`config.mk`:
```
export PLATFORM = sky130hd
export DESIGN_NAME = branch_resolve_unit_flat
export DESIGN_NICKNAME = d
export VERILOG_FILES = /design/src/rtl/branch_pkg.sv /design/src/rtl/branch_resolve_unit_if.sv /design/src/rtl/branch_bht.sv /design/src/rtl/branch_resolve_unit.sv /design/src/flat_wrapper.sv
export SDC_FILE = /design/constraint.sdc
export NUM_CORES = 1
export LEC_CHECK = 0
export CAP_MARGIN = 20
export CORE_ASPECT_RATIO = 1.5
export CORE_MARGIN = 10
export CORE_UTILIZATION = 39
export DETAILED_ROUTE_END_ITERATION = 6
export GPL_TIMING_DRIVEN = 0
export SLEW_MARGIN = 20
export SYNTH_ARGS = -nofsm -noshare
export SYNTH_HDL_FRONTEND = slang
export SYNTH_SLANG_ARGS = --single-unit
```
`constraint.sdc`:
```
create_clock -name clk -period 11.55 [get_ports clk]
set_input_delay 2.31 -clock clk [delete_from_list [all_inputs] [get_ports clk]]
set_output_delay 2.31 -clock clk [all_outputs]
set_load 0.02 [all_outputs]
```
`src/rtl/branch_pkg.sv`:
```
// Shared types for the branch resolve unit: branch opcodes, BHT counter type,
// and the 2-bit saturating counter update rule.
package branch_pkg;

  typedef enum logic [2:0] {
    BR_JALR = 3'd0,
    BR_BEQ  = 3'd1,
    BR_BNE  = 3'd2,
    BR_BLT  = 3'd3,
    BR_BGE  = 3'd4,
    BR_BLTU = 3'd5,
    BR_BGEU = 3'd6,
    BR_JAL  = 3'd7
  } br_op_e;

  typedef logic [1:0] ctr_t;

  // Weakly not-taken: a single taken outcome flips the prediction.
  localparam ctr_t BHT_RESET = 2'b01;

  function automatic ctr_t ctr_next(input ctr_t cur, input logic taken);
    if (taken) return (cur == 2'b11) ? cur : cur + 2'd1;
    else       return (cur == 2'b00) ? cur : cur - 2'd1;
  endfunction

endpackage

```
`src/rtl/branch_resolve_unit_if.sv`:
```
// EX-stage branch bus: instruction operands in, redirect and link address out.
// The master is the pipeline side, the slave is the branch resolve unit.
interface branch_resolve_unit_if
  import branch_pkg::*;
#(
  parameter int DATA_SIZE = 32
);
  logic                 br_valid;
  br_op_e               br_op;
  logic                 br_pred_taken;
  logic [DATA_SIZE-1:0] pc;
  logic [DATA_SIZE-1:0] src1;
  logic [DATA_SIZE-1:0] src2;
  logic [DATA_SIZE-1:0] imm_data;
  logic                 stall;
  logic                 redirect_valid;
  logic [DATA_SIZE-1:0] redirect_pc;
  logic [DATA_SIZE-1:0] link_addr;

  modport master (
    output br_valid, br_op, br_pred_taken, pc, src1, src2, imm_data, stall,
    input  redirect_valid, redirect_pc, link_addr
  );

  modport slave (
    input  br_valid, br_op, br_pred_taken, pc, src1, src2, imm_data, stall,
    output redirect_valid, redirect_pc, link_addr
  );
endinterface

```
`src/rtl/branch_bht.sv`:
```
// Branch history table of 2-bit saturating counters: asynchronous read for
// fetch, one read-modify-write update port for resolved conditional branches.
module branch_bht
  import branch_pkg::*;
#(
  parameter int BHT_ENTRIES = 64,
  localparam int IDX_W      = $clog2(BHT_ENTRIES)
) (
  input  logic             clk,
  input  logic             rst,
  input  logic [IDX_W-1:0] rd_idx,
  output ctr_t             rd_ctr,
  input  logic             wr_en,
  input  logic [IDX_W-1:0] wr_idx,
  input  logic             wr_taken
);

  ctr_t mem [BHT_ENTRIES];

  // Read sees the stored value even when the same entry is updated this cycle.
  assign rd_ctr = mem[rd_idx];

  // NOTE: this table must be reset entry by entry so predictions start weakly
  // not-taken; that forces flops rather than a RAM macro, which is fine at this depth.
  always_ff @(posedge clk) begin
    if (rst) begin
      for (int i = 0; i < BHT_ENTRIES; i++) mem[i] <= BHT_RESET;
    end else if (wr_en) begin
      mem[wr_idx] <= ctr_next(mem[wr_idx], wr_taken);
    end
  end

endmodule

```
`src/rtl/branch_resolve_unit.sv`:
```
// Resolves EX-stage branches and jumps, trains the BHT, registers a one-cycle
// IF redirect on mispredict and keeps saturating branch/mispredict counters.
module branch_resolve_unit
  import branch_pkg::*;
#(
  parameter int DATA_SIZE   = 32,
  parameter int BHT_ENTRIES = 64,
  parameter int CNT_WIDTH   = 32,
  localparam int IDX_W      = $clog2(BHT_ENTRIES)
) (
  input  logic                 clk,
  input  logic                 rst,
  input  logic [DATA_SIZE-1:0] fetch_pc,
  output logic                 fetch_pred_taken,
  branch_resolve_unit_if.slave ex,
  output logic [CNT_WIDTH-1:0] branch_cnt,
  output logic [CNT_WIDTH-1:0] mispred_cnt
);

  logic                 accept;
  logic                 is_cond;
  logic                 taken;
  logic                 mispred;
  logic                 do_redirect;
  logic [DATA_SIZE-1:0] sum;
  logic [DATA_SIZE-1:0] target;
  logic [DATA_SIZE-1:0] pc_plus4;
  logic [DATA_SIZE-1:0] corrected_pc;
  logic                 redirect_valid_q;
  logic [DATA_SIZE-1:0] redirect_pc_q;
  ctr_t                 fetch_ctr;

  // Fetch PC bits outside the word index do not take part in the lookup.
  logic unused_fetch_bits;
  assign unused_fetch_bits = ^{fetch_pc[DATA_SIZE-1:IDX_W+2], fetch_pc[1:0]};

  // An instruction in EX while a redirect is pulsing is on the wrong path.
  assign accept  = ex.br_valid & ~ex.stall & ~redirect_valid_q;
  assign is_cond = (ex.br_op != BR_JAL) && (ex.br_op != BR_JALR);

  // NOTE: every output of a combinational block gets a default first so no
  // path through the case can leave it unassigned and infer a latch.
  always_comb begin
    taken = 1'b0;
    unique case (ex.br_op)
      BR_BEQ:  taken = (ex.src1 == ex.src2);
      BR_BNE:  taken = (ex.src1 != ex.src2);
      BR_BLT:  taken = ($signed(ex.src1) <  $signed(ex.src2));
      BR_BGE:  taken = ($signed(ex.src1) >= $signed(ex.src2));
      BR_BLTU: taken = (ex.src1 <  ex.src2);
      BR_BGEU: taken = (ex.src1 >= ex.src2);
      BR_JAL,
      BR_JALR: taken = 1'b1;
      default: taken = 1'b0;
    endcase
  end

  assign sum      = ((ex.br_op == BR_JALR) ? ex.src1 : ex.pc) + ex.imm_data;
  assign target   = (ex.br_op == BR_JALR) ? {sum[DATA_SIZE-1:1], 1'b0} : sum;
  assign pc_plus4 = ex.pc + DATA_SIZE'(4);

  // IF never predicts jumps, so a jump always costs a redirect.
  assign mispred      = is_cond ? (taken != ex.br_pred_taken) : 1'b1;
  assign corrected_pc = taken ? target : pc_plus4;
  assign do_redirect  = accept & mispred;

  // NOTE: sequential state is updated with non-blocking assignments only, so
  // every flop samples pre-edge values regardless of statement order.
  always_ff @(posedge clk) begin
    if (rst) begin
      redirect_valid_q <= 1'b0;
      redirect_pc_q    <= '0;
      branch_cnt       <= '0;
      mispred_cnt      <= '0;
    end else begin
      redirect_valid_q <= do_redirect;
      if (do_redirect) redirect_pc_q <= corrected_pc;
      if (accept && is_cond && branch_cnt != '1)
        branch_cnt <= branch_cnt + CNT_WIDTH'(1);
      if (do_redirect && mispred_cnt != '1)
        mispred_cnt <= mispred_cnt + CNT_WIDTH'(1);
    end
  end

  assign ex.redirect_valid = redirect_valid_q;
  assign ex.redirect_pc    = redirect_pc_q;
  assign ex.link_addr      = pc_plus4;

  branch_bht #(
    .BHT_ENTRIES (BHT_ENTRIES)
  ) u_bht (
    .clk      (clk),
    .rst      (rst),
    .rd_idx   (fetch_pc[IDX_W+1:2]),
    .rd_ctr   (fetch_ctr),
    .wr_en    (accept & is_cond),
    .wr_idx   (ex.pc[IDX_W+1:2]),
    .wr_taken (taken)
  );

  assign fetch_pred_taken = fetch_ctr[1];

endmodule

```
`src/flat_wrapper.sv`:
```
// flat-port wrapper written by rule: the top's interface ports become plain ports
module branch_resolve_unit_flat import branch_pkg::*;
#(
  parameter int DATA_SIZE   = 32,
  parameter int BHT_ENTRIES = 64,
  parameter int CNT_WIDTH   = 32,
  localparam int IDX_W      = $clog2(BHT_ENTRIES)
)
  (clk, rst, fetch_pc, fetch_pred_taken, branch_cnt, mispred_cnt, ex_br_valid, ex_br_op, ex_br_pred_taken, ex_pc, ex_src1, ex_src2, ex_imm_data, ex_stall, ex_redirect_valid, ex_redirect_pc, ex_link_addr);
  branch_resolve_unit_if #(.DATA_SIZE(DATA_SIZE)) ex_i ();
  input  logic clk;
  input  logic rst;
  input  logic [DATA_SIZE-1:0] fetch_pc;
  output logic fetch_pred_taken;
  output logic [CNT_WIDTH-1:0] branch_cnt;
  output logic [CNT_WIDTH-1:0] mispred_cnt;
  input wire logic [$bits(ex_i.br_valid)-1:0] ex_br_valid;
  input wire logic [$bits(ex_i.br_op)-1:0] ex_br_op;
  input wire logic [$bits(ex_i.br_pred_taken)-1:0] ex_br_pred_taken;
  input wire logic [$bits(ex_i.pc)-1:0] ex_pc;
  input wire logic [$bits(ex_i.src1)-1:0] ex_src1;
  input wire logic [$bits(ex_i.src2)-1:0] ex_src2;
  input wire logic [$bits(ex_i.imm_data)-1:0] ex_imm_data;
  input wire logic [$bits(ex_i.stall)-1:0] ex_stall;
  output wire logic [$bits(ex_i.redirect_valid)-1:0] ex_redirect_valid;
  output wire logic [$bits(ex_i.redirect_pc)-1:0] ex_redirect_pc;
  output wire logic [$bits(ex_i.link_addr)-1:0] ex_link_addr;
  assign ex_i.br_valid = ex_br_valid;
  assign ex_i.br_op = ex_br_op;
  assign ex_i.br_pred_taken = ex_br_pred_taken;
  assign ex_i.pc = ex_pc;
  assign ex_i.src1 = ex_src1;
  assign ex_i.src2 = ex_src2;
  assign ex_i.imm_data = ex_imm_data;
  assign ex_i.stall = ex_stall;
  assign ex_redirect_valid = ex_i.redirect_valid;
  assign ex_redirect_pc = ex_i.redirect_pc;
  assign ex_link_addr = ex_i.link_addr;
  branch_resolve_unit #(.DATA_SIZE(DATA_SIZE), .BHT_ENTRIES(BHT_ENTRIES), .CNT_WIDTH(CNT_WIDTH)) u_core (.clk(clk), .rst(rst), .fetch_pc(fetch_pc), .fetch_pred_taken(fetch_pred_taken), .ex(ex_i), .branch_cnt(branch_cnt), .mispred_cnt(mispred_cnt));
endmodule
```
==> flow_summary.json <==
{
  "timing.final.ws_setup_ns": 1.47,
  "yosys_warnings": 0,
  "core_sq_mm": 0.0366,
  "fillers": 3531,
  "period_needed_ns": 10.08,
  "rsz0062_at_grt": "no",
  "numPortBuffers": 268,
  "place_ws_ns": 1.68,
  "cts.htree.levels": 1,
  "critPathKind": "input pin to output port",
  "synth_edf_count": 128,
  "gp_congestion": 1.01,
  "ys.flop_type": "edfxtp_1",
  "cap_violations": 0,
  "overflow": 0,
  "grt_pass1_wl_mm": 85.9,
  "setup_viol": 0,
  "clk_pin_slew_ns": 0.06,
  "vdd_ir_drop_max_v": 0.0000944,
  "grt_pass1_vias": 14500,
  "start_util": 0.392,
  "cts_buffer_depth": 3,
  "reg2reg_depth": 10,
  "drive_gt1_frac": 0.0740,
  "status": "completed",
  "ys_async_sr_fraction": 0,
  "p_per_area_mw_per_mm2": 120,
  "vias": 14000,
  "ctsHoldBuffers": 0,
  "antenna_found_initial": 3,
  "critPathLaunchType": "input pin",
  "syn-num-nets": 1830,
  "ys_ff_latch": 225,
  "fp.dieArea_sq_mm": 0.0450,
  "cts_root_buf": "clkbuf_16",
  "dieWidth_um": 177,
  "leakagePower_uw": 0.00641,
  "grt_util_all_layers": 0.250,
  "worst_setup_path_end_kind": "output port",
  "dpl.hpwl_mm": 45.7,
  "slew-limit-headroom": 0.275,
  "grt_max_degree": 14,
  "slowest_stage": "clkbuf_1",
  "clock_skew_ns": 0.0106,
  "clkSinkCount": 225,
  "r2r_slack_ns": 7.06,
  "drtAntennaViolNets": 0,
  "netlist_instances": 1595,
  "critical_path_arrival_ns": 7.77,
  "ctsResizeCount": 0,
  "maxSlewViolCount": 0,
  "fmax_ghz": 0.0992,
  "min_to": "u_core.ex.redirect_pc[26]",
  "synthToLayoutAreaGrowth_pct": 29.8,
  "synth_cell_types": 68,
  "rows": 86,
  "io-pin-count": 298,
  "crit_top_cell": "clkbuf_1",
  "worstHoldStart": "u_core.ex.redirect_pc[26]",
  "hold_viol_final": 0,
  "final.period_utilization": 0.873,
  "drt_pass1_iterations": 5,
  "chipHeight_um": 255,
  "min_delay_path_depth": 2,
  "r2r_start": "u_core.ex.redirect_valid",
  "tns_ns": 0,
  "worst_slew_pin_slew_ns": 1.08,
  "vias_per_cell": 5.84,
  "synthesis.area_per_instance_sq_um": 8.99,
  "nets": 2134,
  "synth-seq-area-share": 0.403,
  "cts_setup_buffers": 0,
  "drc": 0,
  "cts_buffers": 25,
  "syn_area_sq_mm": 0.0143,
  "worstPathCellList": "clkdlybuf4s50_1 -> clkbuf_1 -> and3_1 -> clkbuf_1 -> clkbuf_1 -> nand2_1 -> nor2_1 -> nand2_1 -> nor2_1 -> nand3_1 -> xnor2_1 -> clkdlybuf4s50_1",
  "hold_class": "flop to flop",
  "crit_path_max_incr_delay_ns": 0.76,
  "rr_endpoint": "u_core.u_bht.mem[52][0]",
  "drtIter0Drc": 1027,
  "required_ns": 9.24,
  "wl_mm": 57.9,
  "clk_latency_ns": 0.55,
  "critPathMaxFanout": 10,
  "cts_tree": "built",
  "wire_per_inst_um": 24.1
}
[synth_stat cells (9+ instances only)]
cell type / number / area [sq um]
a211oi_1: 36 / 270
a21o_1: 21 / 158
a21oi_1: 67 / 335
a221oi_1: 9 / 78.8
a22o_1: 10 / 87.6
a22oi_1: 57 / 428
and3_1: 19 / 119
clkbuf_1: 92 / 345
dfxtp_1: 97 / 1940
edfxtp_1: 128 / 3840
ha_1: 66 / 826
inv_1: 52 / 195
mux2_2: 41 / 462
mux2i_1: 16 / 160
mux4_2: 21 / 473
nand2_1: 200 / 751
nand3_1: 108 / 541
nand4_1: 40 / 250
nor2_1: 165 / 619
nor2b_1: 18 / 113
nor3_1: 24 / 120
nor4_1: 28 / 175
o21ai_0: 60 / 300
o31ai_1: 9 / 67.6
or3_1: 17 / 106
or4_1: 9 / 67.6
xnor2_1: 42 / 368
xor2_1: 38 / 333
[placed cells by master, fill, tap and decap left out, types with 36 or more instances in the layout]
cell type	netlist	layout
a211oi_1	36	36
ha_1	66	66
clkbuf_1	92	95
o21ai_0	60	60
xor2_1	38	38
edfxtp_1	128	128
nand2_1	200	200
nand4_1	40	40
nor2_1	165	165
clkdlybuf4s50_1	0	268
xnor2_1	42	42
nand3_1	108	108
dfxtp_1	97	97
inv_1	52	52
a21oi_1	67	67
a22oi_1	57	57
mux2_2	41	41
[sequential cells by signal, summed over array words and instances (netlist names)]
| signal | count |
|---|---|
| u_core.branch_cnt | 32 |
| u_core.ex.redirect_pc | 32 |
| u_core.ex.redirect_valid | 1 |
| u_core.mispred_cnt | 32 |
| u_core.u_bht.mem | 128 |
[worst max-delay path by stage]
stage / start / to / slack, ns / cells past startpoint
floorplan: fetch_pc[2] / fetch_pred_taken / 4.45 / 5
global placement: ex_pc[3] / ex_link_addr[31] / 1.76 / 12
detailed placement: ex_pc[3] / ex_link_addr[31] / 1.68 / 12
CTS: ex_pc[3] / ex_link_addr[31] / 1.64 / 12
global route: ex_pc[3] / ex_link_addr[31] / 1.38 / 12
finish: ex_pc[3] / ex_link_addr[31] / 1.47 / 12
[cell type report]
type	instances	area (sq um)	area share
diodes	2	5.00	0.000269
inverters	54	203	0.0109
clock buffers	37	734	0.0395
clock inverters	9	105	0.00565
repair buffers	277	2760	0.148
multi-input cells	1212	8020	0.431
plain buffers	104	405	0.0218
well taps	484	606	0.0325
flip-flops and latches	225	5790	0.311
[per-layer routing]
layer  global-route usage  vias to the layer above  wire (um)
met3               0.0650                      172       5130
li1                     -                     6493          -
met5                    0                        -          9
met1                0.249                     6717      19200
met4                0.131                        2       3210
met2                0.464                      654      30300
[report_power, final]
group          internal (uW)  switching [uW]  leakage (uW)
sequential               865            14.4       0.00189
combinational            209             324       0.00409
clock                    486             342      0.000419
total                   1560             680       0.00641
[cells by family after synthesis]
logic type	Yosys count	synth area share
AO/OA/AOI/OAI	316	0.148
XOR/XNOR	80	0.0488
AND/OR/NAND/NOR	671	0.222
buffers and inverters	158	0.0424
adder cells (fa/ha/maj)	67	0.0590
multiplexers	78	0.0763
flip-flops	225	0.403
[critical path, delay by kind of cell]
family	cells	cell delay [ns]
AND/OR/NAND/NOR	6	2.08
buffers and inverters	5	3.04
XOR/XNOR	1	0.32
[metrics by stage]
step	hold slack [ns]	cell area (sq um)	util	power [uW]	cells
floorplan	0.529	14300	-	1200	1595
global placement	0.488	17600	0.482	1420	2347
detailed placement	0.491	17800	0.486	1420	2356
CTS	0.500	18600	0.509	2250	2402
global route	0.517	18600	0.509	2330	2403
finish	0.496	18600	0.509	2240	2404
Note: power is estimated with default switching activity, not from simulation.
